[src/rtl/window_fetch.sv]
// window_fetch: raster-scan 3x3 window reader feeding the median sorter.
// For each centre pixel it reads nine edge-clamped neighbours from a 1-cycle-latency RAM.
module window_fetch #(
    parameter int IMG_W  = 64,
    parameter int IMG_H  = 64,
    parameter int ADDR_W = 12,
    parameter int SIZE   = 8
) (
    input  logic              clk,
    input  logic              rst,
    input  logic              start,
    output logic              ram_rd,
    output logic [ADDR_W-1:0] ram_addr,
    input  logic [SIZE-1:0]   ram_dout,
    output logic [9*SIZE-1:0] win,
    output logic              win_valid,
    input  logic              win_ready,
    output logic [ADDR_W-1:0] out_addr,
    output logic              busy,
    output logic              done,
    output logic [2:0]        state_dbg
);
    localparam int XW = $clog2(IMG_W);
    localparam int YW = $clog2(IMG_H);

    typedef enum logic [2:0] {
        IDLE    = 3'd0,
        FETCH   = 3'd1,
        DRAIN   = 3'd2,
        PRESENT = 3'd3,
        FIN     = 3'd4
    } state_t;

    state_t         state;
    logic [XW-1:0]  x, nx;
    logic [YW-1:0]  y, ny;
    logic [3:0]     k;
    logic [SIZE-1:0] pix [9];
    logic           last_col, last_pix;

    // Address of neighbour kk around (cx, cy), with row/col clamped to the image.
    function automatic logic [ADDR_W-1:0] nb_addr(input logic [XW-1:0] cx,
                                                   input logic [YW-1:0] cy,
                                                   input logic [3:0]    kk);
        logic [1:0]    dr, dc;
        logic [XW-1:0] col;
        logic [YW-1:0] row;
        case (kk)
            4'd0:    {dr, dc} = 4'b0000;
            4'd1:    {dr, dc} = 4'b0001;
            4'd2:    {dr, dc} = 4'b0010;
            4'd3:    {dr, dc} = 4'b0100;
            4'd4:    {dr, dc} = 4'b0101;
            4'd5:    {dr, dc} = 4'b0110;
            4'd6:    {dr, dc} = 4'b1000;
            4'd7:    {dr, dc} = 4'b1001;
            4'd8:    {dr, dc} = 4'b1010;
            default: {dr, dc} = 4'b0101;
        endcase
        row = (dr == 2'd0) ? ((cy == '0) ? cy : cy - 1'b1)
            : (dr == 2'd2) ? ((cy == YW'(IMG_H - 1)) ? cy : cy + 1'b1)
            : cy;
        col = (dc == 2'd0) ? ((cx == '0) ? cx : cx - 1'b1)
            : (dc == 2'd2) ? ((cx == XW'(IMG_W - 1)) ? cx : cx + 1'b1)
            : cx;
        return ADDR_W'(row) * ADDR_W'(IMG_W) + ADDR_W'(col);
    endfunction

    always_comb begin
        last_col = (x == XW'(IMG_W - 1));
        last_pix = last_col && (y == YW'(IMG_H - 1));
        nx       = last_col ? '0 : x + 1'b1;
        ny       = last_col ? y + 1'b1 : y;
    end

    // A window is offered while win_valid=1 and retired on the cycle win_valid && win_ready;
    // while it waits, win/out_addr stay frozen and no RAM reads are issued.
    always_ff @(posedge clk) begin
        if (rst) begin
            state     <= IDLE;
            x         <= '0;
            y         <= '0;
            k         <= '0;
            ram_rd    <= 1'b0;
            ram_addr  <= '0;
            win_valid <= 1'b0;
            out_addr  <= '0;
            busy      <= 1'b0;
            done      <= 1'b0;
            for (int i = 0; i < 9; i++) pix[i] <= '0;
        end else begin
            case (state)
                IDLE: begin
                    if (start) begin
                        state    <= FETCH;
                        x        <= '0;
                        y        <= '0;
                        k        <= '0;
                        ram_rd   <= 1'b1;
                        ram_addr <= nb_addr('0, '0, 4'd0);
                        busy     <= 1'b1;
                    end
                end
                FETCH: begin
                    // Data for read k-1 arrives now, one cycle behind its address.
                    if (k != 4'd0) pix[k - 4'd1] <= ram_dout;
                    if (k == 4'd8) begin
                        ram_rd <= 1'b0;
                        state  <= DRAIN;
                    end else begin
                        k        <= k + 4'd1;
                        ram_addr <= nb_addr(x, y, k + 4'd1);
                    end
                end
                DRAIN: begin
                    pix[8]    <= ram_dout;
                    out_addr  <= ADDR_W'(y) * ADDR_W'(IMG_W) + ADDR_W'(x);
                    win_valid <= 1'b1;
                    state     <= PRESENT;
                end
                PRESENT: begin
                    if (win_ready) begin
                        win_valid <= 1'b0;
                        if (last_pix) begin
                            done  <= 1'b1;
                            state <= FIN;
                        end else begin
                            x        <= nx;
                            y        <= ny;
                            k        <= '0;
                            ram_rd   <= 1'b1;
                            ram_addr <= nb_addr(nx, ny, 4'd0);
                            state    <= FETCH;
                        end
                    end
                end
                FIN: begin
                    done  <= 1'b0;
                    busy  <= 1'b0;
                    state <= IDLE;
                end
                default: state <= IDLE;
            endcase
        end
    end

    for (genvar g = 0; g < 9; g++) begin : g_pack
        assign win[(8 - g) * SIZE +: SIZE] = pix[g];
    end

    assign state_dbg = state;
endmodule

[config.mk]
export PLATFORM = sky130hd
export DESIGN_NAME = window_fetch
export DESIGN_NICKNAME = d
export VERILOG_FILES = /design/src/rtl/window_fetch.sv
export SDC_FILE = /design/constraint.sdc
export NUM_CORES = 1
export LEC_CHECK = 0
export BUFFER_PORTS_ARGS = -buffer_cell sky130_fd_sc_hd__buf_2
export CAP_MARGIN = 20
export CORE_MARGIN = 3
export CORE_UTILIZATION = 55
export CTS_BUF_LIST = sky130_fd_sc_hd__clkbuf_16
export CTS_CLUSTER_DIAMETER = 100
export DETAILED_ROUTE_END_ITERATION = 10
export GPL_ROUTABILITY_DRIVEN = 0
export PLACE_DENSITY = 0.82
export SYNTH_ARGS = -nofsm -noshare
export SYNTH_HDL_FRONTEND = slang
export SYNTH_SLANG_ARGS = --single-unit
export TNS_END_PERCENT = 50
[constraint.sdc]
create_clock -name clk -period 4.35 [get_ports clk]
set_input_delay 0.2175 -clock clk [delete_from_list [all_inputs] [get_ports clk]]
set_output_delay 0.2175 -clock clk [all_outputs]
set_load 0.01 [all_outputs]
==> results of run 1 <==
==> layout make-up <==
cell class | count | area share (%)
clock buffer | 17 | 5.507
sequential | 119 | 40.17
clock inverter | 13 | 1.830
multi-input combinational | 502 | 41.58
tap | 143 | 2.316
timing repair buffer | 118 | 7.775
inverter | 17 | 0.8260
==> through the flow <==
step | area (sq um) | instances | hold slack, ps | util, % | setup slack, ps
floorplan | 6614 | 686 | 406.7 | - | 1628
global placement | 7143 | 897 | 441.7 | 61.77 | 1264
detailed placement | 7143 | 897 | 448.5 | 61.77 | 1162
CTS | 7710 | 927 | 129.0 | 66.67 | 977.4
global route | 7725 | 929 | 151.7 | 66.80 | 659.7
finish | 7725 | 929 | 141.5 | 66.80 | 813.8
==> sequential cells by signal (all words and copies together), names as in the netlist <==
register   flops
done           1
x              6
ram_rd         1
out_addr      12
pix           72
ram_addr      12
y              6
state_dbg      3
k              4
busy           1
win_valid      1
==> cell usage in the layout (no fill, tap or decap), types with 4 or more instances in the layout <==
cell type / n
o211ai_1: 8
a211oi_1: 7
ha_1: 15
buf_2: 114
a311oi_1: 7
nor2b_1: 6
nand4_1: 8
nor4_1: 6
dfxtp_1: 47
xnor2_1: 17
or2_2: 5
clkinv_2: 4
o21ai_0: 26
nor2_1: 56
and2_1: 83
nor3b_1: 5
nand2_1: 53
nand2b_1: 6
and3_1: 10
nand3_1: 21
inv_1: 18
nor3_1: 13
a31oi_1: 9
a21oi_1: 49
a21o_1: 5
xor2_1: 4
edfxtp_1: 72
and4_1: 4
mux2i_1: 10
clkbuf_16: 17
==> cell families after synthesis <==
kind of cell / count (synthesis) / share of synthesized area (%)
AOI/OAI and AO/OA: 156 / 16.06
xor gates and xnor gates: 22 / 3.197
DFF: 119 / 46.92
adders and majority gates: 15 / 2.838
muxes: 15 / 2.497
and+or+nand+nor: 294 / 23.97
buffers and inverters: 65 / 4.521
==> worst min-delay path, delay by kind of cell <==
family	cells	cell delay, ps
buf+inv	1	120
compound gates	2	170
==> final timing paths <==
path | end | start | slack [ps] | cells after the start
max reg2reg | ram_addr[5] | x[0] | 810 | 10
min reg2reg | out_addr[4] | out_addr[4] | 460 | 2
max | ram_addr[5] | x[0] | 810 | 10
min | busy | start | 140 | 3
==> power groups by stage <==
stage / Clock [mW] / Sequential, mW / Combinational (mW)
3_3_place_gp: 0 / 1.26 / 0.160
5_1_grt: 1.43 / 1.24 / 0.182
4_1_cts: 1.37 / 1.24 / 0.165
3_5_place_dp: 0 / 1.26 / 0.164
2_1_floorplan: 0 / 1.28 / 0.0806
6_report: 1.36 / 1.24 / 0.168
==> metal layers <==
| layer | GRT usage (%) | wire (um) |
|---|---|---|
| met2 | 43.17 | 8345 |
| met3 | 7.990 | 1684 |
| met1 | 33.52 | 6811 |
| met4 | 11.99 | 653 |
| met5 | 0 | 0 |
==> results.cfg, run 1 <==
[global_routing]
grt_start_max_net_pins = 47
grt_usage_pct = 26.80
gr-total-overflow = 0
grt_antenna_before_repair = 0
grt_pass1_vias = 5492
grt_first_pass_wirelength_mm = 27.83

[floorplan]
rows = 39
ios = 115
start_util_pct = 57.19
core_area_sq_mm = 0.01156
dieArea_sq_mm = 0.01338
die-width_um = 115.7
die_y_um = 115.7

[clocking]
post_cts_resized = 0
insertion_delay_ps = 420
path_clk_slew_ps = 50
post_cts_buffers = 0
clock_tree.root_cell = clkbuf_16
cts_buffers = 17
postCtsHoldBufs = 0
cts_tree = yes
cts_max_path_buffers = 2
htree_levels = 4
clock-sinks = 119

[sta]
hold_violations = 0
maxSlewViolCount = 0
maxClockFrequency_mhz = 282.8
min_period_over_period_pct = 81.29
finalSetupTns_ps = 0
post-route-min-period_ps = 3536
setup_violations = 0
worstMarginPinSlew_ps = 1067
clock_skew_ps = 6.758
relSlewSlack_pct = 28.08
grt_setup_unrepaired = no

[finish]
antenna_cells = 0
multi_input_area_sq_mm = 0.003212
fillers = 887
area_growth_pct = 16.80
regArea_sq_mm = 0.003103
nNetsFinal = 802
drive_gt1_share_pct = 21.37

[pwr]
leakage_nw = 3.095
p_per_area_mw_per_mm2 = 358.1
pwr-share-seq_pct = 44.9
clock_power_share_pct = 49.1
internal_power_mw = 2.157
power_frac_comb_pct = 6.1
p_switching_uw = 608.7
p_sw_share_pct = 22.01
ir_drop_mv = 0.2374
finalPower_mw = 2.766

[critical_path]
crit_fanout = 16
cp.required_ps = 4670
endpoint_kind = flop
cp_slowest_stage_delay_ps = 530
crit_slowest_cell = dfxtp_1
path_cells = ha_1 -> nand2_1 -> nor2_4 -> inv_1 -> ha_1 -> nor4_1 -> o221ai_1 -> o31ai_1 -> nand2_1 -> a311oi_1
arrival_ps = 3860
start_kind = flop
crit_family = simple AND/OR/NAND/NOR gates
crit_type = flop to flop
cp_num_buf_inv = 1

[route]
drt_pass1_iterations = 7
routed_wl_mm = 17.49
drt-initial-drc-count = 723
final_antenna_net_count = 0
drc = 0
vias_per_cell = 6.216
wl_per_cell_um = 18.83
vias = 5775

[yosys]
synth_edf_count = 72
yosysUniqueCellTypes = 77
syn_nets = 713
synth_top_cell_by_area = edfxtp_1
syn_area_sq_mm = 0.006614
seq_area_frac_synth_pct = 46.92
synthTopCellsByCount = and2_1 (83), edfxtp_1 (72), nor2_1 (56)
yosysMostFrequentCell = and2_1
avgSynthCellArea_sq_um = 9.641
yosys-top-cells-area = edfxtp_1 (33%), dfxtp_1 (14%), and2_1 (7.9%)
synth_flop_cell = edfxtp_1
synth_top_area_share_pct = 32.69
synthCells = 686
async_flop_share_pct = 0
yosysWarnings = 0
ys_seq_elements = 119

[outcome]
status = completed

[worst_hold_path]
hold_path.class = input pin to flop

[job]
maxCapViolations = 0

[place]
portBuffers = 114
dp_hpwl_mm = 12.35
No activity file was read; power rests on OpenSTA's default activity.
==> run 2, diff against run 1 <==
- CORE_UTILIZATION: 55 -> 51
- PLACE_DENSITY: 0.82 -> 0.8
- clock period: 4.35 -> 2.91 ns (I/O delays scaled with it)
==> results.cfg, run 2 (synthesis gave the netlist of run 1 again) <==
[pwr]
clock_power_share_pct = 50.3
p_sw_share_pct = 24.43
p_switching_mw = 1.041
leakage_nw = 3.252
p_per_area_mw_per_mm2 = 530.0
ir_drop_mv = 0.3498
internal_power_mw = 3.218
pwr-share-seq_pct = 43.5
power_frac_comb_pct = 6.2

[sta]
setup_violations = 0
worstMarginPinSlew_ps = 673.5
grt_setup_unrepaired = no
post-route-min-period_ps = 2677
maxClockFrequency_mhz = 373.5
clock_skew_ps = 12.84
finalSetupTns_ps = 0
relSlewSlack_pct = 54.53
hold_violations = 0
min_period_over_period_pct = 92.00
maxSlewViolCount = 0
fin_ws_ps = 232.9

[clocking]
post_cts_buffers = 0
cts_tree = yes
cts_max_path_buffers = 2
postCtsHoldBufs = 0
path_clk_slew_ps = 70
insertion_delay_ps = 420
post_cts_resized = 0
clock_tree.root_cell = clkbuf_16
htree_levels = 4
cts_buffers = 17
clock-sinks = 119

[finish]
drive_gt1_share_pct = 25.28
antenna_cells = 0
nNetsFinal = 829
reg.largest.list = pix (72), out_addr (12), ram_addr (12)
fillers = 978
area_growth_pct = 21.49
largest_register_ffs = 72
layout_common_cells = buf_2 (114), and2_1 (83), edfxtp_1 (72)
regMostFlops = pix
layout_commonest_cell = buf_2

[route]
wl_met2_mm = 8.626
vias = 5882
met3_length_mm = 1.489
met1_length_mm = 7.008
highest_layer = met4
drt-initial-drc-count = 552
routed_wl_mm = 18.02
drt_pass1_iterations = 6
drc = 0
wl_per_cell_um = 18.33
final_antenna_net_count = 0
vias_per_cell = 5.984

[worst_hold_path]
hold_path_end = busy
hold_path.class = input pin to flop
min_from = start
whs_path_depth = 3

[critical_path]
cp_num_buf_inv = 0
cp_slowest_stage_delay_ps = 450
crit_type = flop to flop
r2r_slack_ps = 230
start_kind = flop
arrival_ps = 3000
crit_slowest_cell = ha_1
rr_startpoint = k[1]
worst_path_most_repeated_cell = ha_1
cp.required_ps = 3240
endpoint_kind = flop
crit_family = compound AO/OA/AOI/OAI gates
crit_fanout = 16
r2r_cells = 8
crit_start = k[1]
path_cells = ha_1 -> ha_1 -> nor3_1 -> mux2i_2 -> a31oi_1 -> mux2i_1 -> o31ai_1 -> a311oi_1
reg2reg_to = ram_addr[7]

[place]
dp_hpwl_mm = 13.06
portBuffers = 114
pre_cts_ws_ps = 197.1

[floorplan]
start_util_pct = 53.50
rows = 40
die_y_um = 119.9
dieArea_sq_mm = 0.01437
ios = 115
die-width_um = 119.9
core_area_sq_mm = 0.01236

[global_routing]
grt_start_max_net_pins = 28
grt_antenna_before_repair = 0
grt_usage_pct = 25.01
grt_pass1_vias = 5565
grt_first_pass_wirelength_mm = 28.33
gr-total-overflow = 0

[outcome]
status = completed

[job]
maxCapViolations = 0
## run 2: cell types whose count changed in the layout (fill, tap and decap cells not counted), moves of 3 or more
cell,change
inv_8,+3
inv_6,+7
buf_4,+28
clkinv_2,-4
## run 2: through the flow
stage	total power, mW	instances	hold WS, ps	instance area, sq um	util, %
after floorplan	2.028	686	334.7	6614	-
final	4.259	983	70.46	8035	65.00
after global placement	2.140	951	441.4	7405	59.90
after CTS	4.283	983	55.78	8010	64.80
after detailed placement	2.148	951	449.1	7405	59.90
after global routing	4.385	983	63.61	8035	65.00
## run 2: worst max path at each step
| stage | endpoint | cells after the start |
|---|---|---|
| after global placement | ram_addr[11] | 9 |
| after detailed placement | ram_addr[2] | 8 |
| after CTS | ram_addr[2] | 8 |
| final | ram_addr[7] | 8 |
| after global routing | ram_addr[2] | 8 |
| after floorplan | pix[4][0] | 9 |
## run 2: layout make-up
cell class | count | area, sq um | area share, %
Inverter | 17 | 63.81 | 0.7941
Sequential cell | 119 | 3105 | 38.65
Timing Repair Buffer | 145 | 815.8 | 10.15
Multi-Input combinational cell | 502 | 3234 | 40.25
Tap cell | 168 | 210.2 | 2.616
Clock buffer | 17 | 425.4 | 5.294
Clock inverter | 15 | 180.2 | 2.242
## run 2: worst reg2reg max path: cells and delay by family (launching register included)
family,cells,cell delay (ps)
AO/OA/AOI/OAI,3,750
adder cells (fa/ha/maj),2,660
AND/OR/NAND/NOR,1,330
multiplexers,2,450
flip-flops,1,380
## run 2: power by group through the flow
stage               clock [mW]  combinational [mW]  sequential (mW)
global placement             0               0.255             1.89
global route              2.24               0.286             1.85
CTS                       2.17               0.263             1.85
floorplan                    0               0.121             1.91
finish                    2.14               0.266             1.85
detailed placement           0               0.262             1.89
## run 2: per-layer routing
layer | vias up | track usage, %
met5 | - | 0
met4 | 0 | 15.18
met3 | 80 | 5.372
met2 | 337 | 40.36
met1 | 2738 | 30.73
li1 | 2727 | -
==> run 3, diff against run 2 <==
- CORE_UTILIZATION: 51 -> 55
- PLACE_DENSITY: 0.8 -> 0.82
- clock period: 2.91 -> 2.7 ns (I/O delays scaled with it)
==> results.cfg, run 3 (synthesis gave the netlist of run 1 again) <==
[outcome]
status = completed

[critical_path]
crit_fanout = 8
crit_family = compound AO/OA/AOI/OAI gates
cp-endpoint = ram_addr[11]
cp_slowest_stage_delay_ps = 530
crit_start = k[2]
endpoint_kind = flop
crit_cells = 7
arrival_ps = 2860
reg2reg_to = ram_addr[11]
r2r_cells = 7
cp_num_buf_inv = 1
rr_startpoint = k[2]
crit_slowest_cell = dfxtp_1
r2r_slack_ps = 160
crit_type = flop to flop
path_cells = and3_1 -> buf_4 -> mux2i_2 -> o21ai_2 -> a221oi_1 -> o2111ai_1 -> a311oi_1
cp.required_ps = 3030
start_kind = flop

[sta]
grt_setup_unrepaired = no
maxSlewViolCount = 0
hold_violations = 0
setup_violations = 0
min_period_over_period_pct = 93.99
fin_ws_ps = 162.1
whs_ps = 53.57
finalSetupTns_ps = 0
maxClockFrequency_mhz = 394.0
post-route-min-period_ps = 2538
clock_skew_ps = 7.823
relSlewSlack_pct = 58.29
worstMarginPinSlew_ps = 620.9

[finish]
utilization_pct = 69.94
reg.largest.list = pix (72), out_addr (12), ram_addr (12)
final_area_sq_mm = 0.008089
layout_common_cells = buf_2 (114), and2_1 (83), edfxtp_1 (72)
fillers = 825
regMostFlops = pix
antenna_cells = 0
largest_register_ffs = 72
area_growth_pct = 22.30
layout_commonest_cell = buf_2
multi_input_area_sq_mm = 0.003262
drive_gt1_share_pct = 26.12
regArea_sq_mm = 0.003104
nNetsFinal = 841

[floorplan]
ios = 115
rows = 39
dieArea_sq_mm = 0.01338
core_area_sq_mm = 0.01156
die-width_um = 115.7
start_util_pct = 57.19
die_y_um = 115.7

[route]
drt_pass1_iterations = 5
drc = 0
drt-initial-drc-count = 737
final_antenna_net_count = 0
routed_wl_mm = 18.09
wl_per_cell_um = 18.65
vias_per_cell = 6.063
vias = 5881

[clocking]
cts_max_path_buffers = 2
insertion_delay_ps = 420
cts_buffers = 17
clock-sinks = 119
path_clk_slew_ps = 60
htree_levels = 4
post_cts_buffers = 0
cts_tree = yes
clock_tree.root_cell = clkbuf_16

[worst_hold_path]
hold_path.class = input pin to flop

[job]
maxCapViolations = 0

[pwr]
ir_drop_mv = 0.4263
p_per_area_mw_per_mm2 = 558.5
leakage_nw = 3.309

[place]
dp_hpwl_mm = 12.80
place_area_sq_mm = 0.007451
pre_cts_ws_ps = -91.50
portBuffers = 114

[global_routing]
grt_pass1_vias = 5624
grt_start_max_net_pins = 32
gr-total-overflow = 0
grt_first_pass_wirelength_mm = 28.39
grt_usage_pct = 27.23
grt_antenna_before_repair = 0
-- run 3: changes by cell type in the layout (fill, tap and decap cells not counted), sizes merged --
cell    previous run  this run
buf              145       157
bufinv             2         3
clkinv             3         9
inv               26        19
-- run 3: what timing repair did --
item | in CTS | in global routing
gates resized for setup | 1 | 9
endpoints found under the setup margin | 1 | 17
hold buffers | 0 | 0
pin swaps | 0 | 0
cloned | 0 | 0
-- run 3: worst reg2reg max path, cell delays in order (launching register included) --
cell and delay, ps:
dfxtp_1 530, and3_1 340, buf_4 230, mux2i_2 360, o21ai_2 170, a221oi_1 340, o2111ai_1 180, a311oi_1 290
-- run 3: per-layer routing --
metal	vias up	GRT usage [%]	routed length (um)
met5	-	0	0
met4	0	13.15	609
met3	58	6.266	1499
met2	332	45.64	9005
met1	2746	33.27	6977
li1	2745	-	-
-- run 3: through the flow --
stage	instances	power (mW)
after floorplan	686	2.185
after global placement	938	2.305
after detailed placement	938	2.315
after CTS	970	4.537
after global routing	970	4.664
final	970	4.517
-- run 3: final cells by class --
cell class                 count  share of cell area [%]
clock buffer                  17                   5.259
inverter                      17                  0.7889
clock inverter                15                   1.995
sequential                   119                   38.38
tap                          143                   2.212
timing repair buffer         157                   11.04
multi-input combinational    502                   40.32
-- run 3: how the worst min path moves through the flow --
stage / end / cells after the start / start
global route: busy / 3 / start
detailed placement: out_addr[11] / 2 / out_addr[11]
global placement: out_addr[5] / 2 / out_addr[5]
CTS: busy / 3 / start
finish: busy / 3 / start
floorplan: win_valid / 3 / win_ready
-- run 3: power by group --
| part | leakage [nW] | switching (mW) | internal (mW) | total [mW] |
|---|---|---|---|---|
| Sequential | 1.12 | 0.0254 | 1.97 | 2.00 |
| Combinational | 1.89 | 0.185 | 0.101 | 0.286 |
| Clock | 0.292 | 0.801 | 1.43 | 2.23 |
| Total | 3.31 | 1.01 | 3.51 | 4.52 |
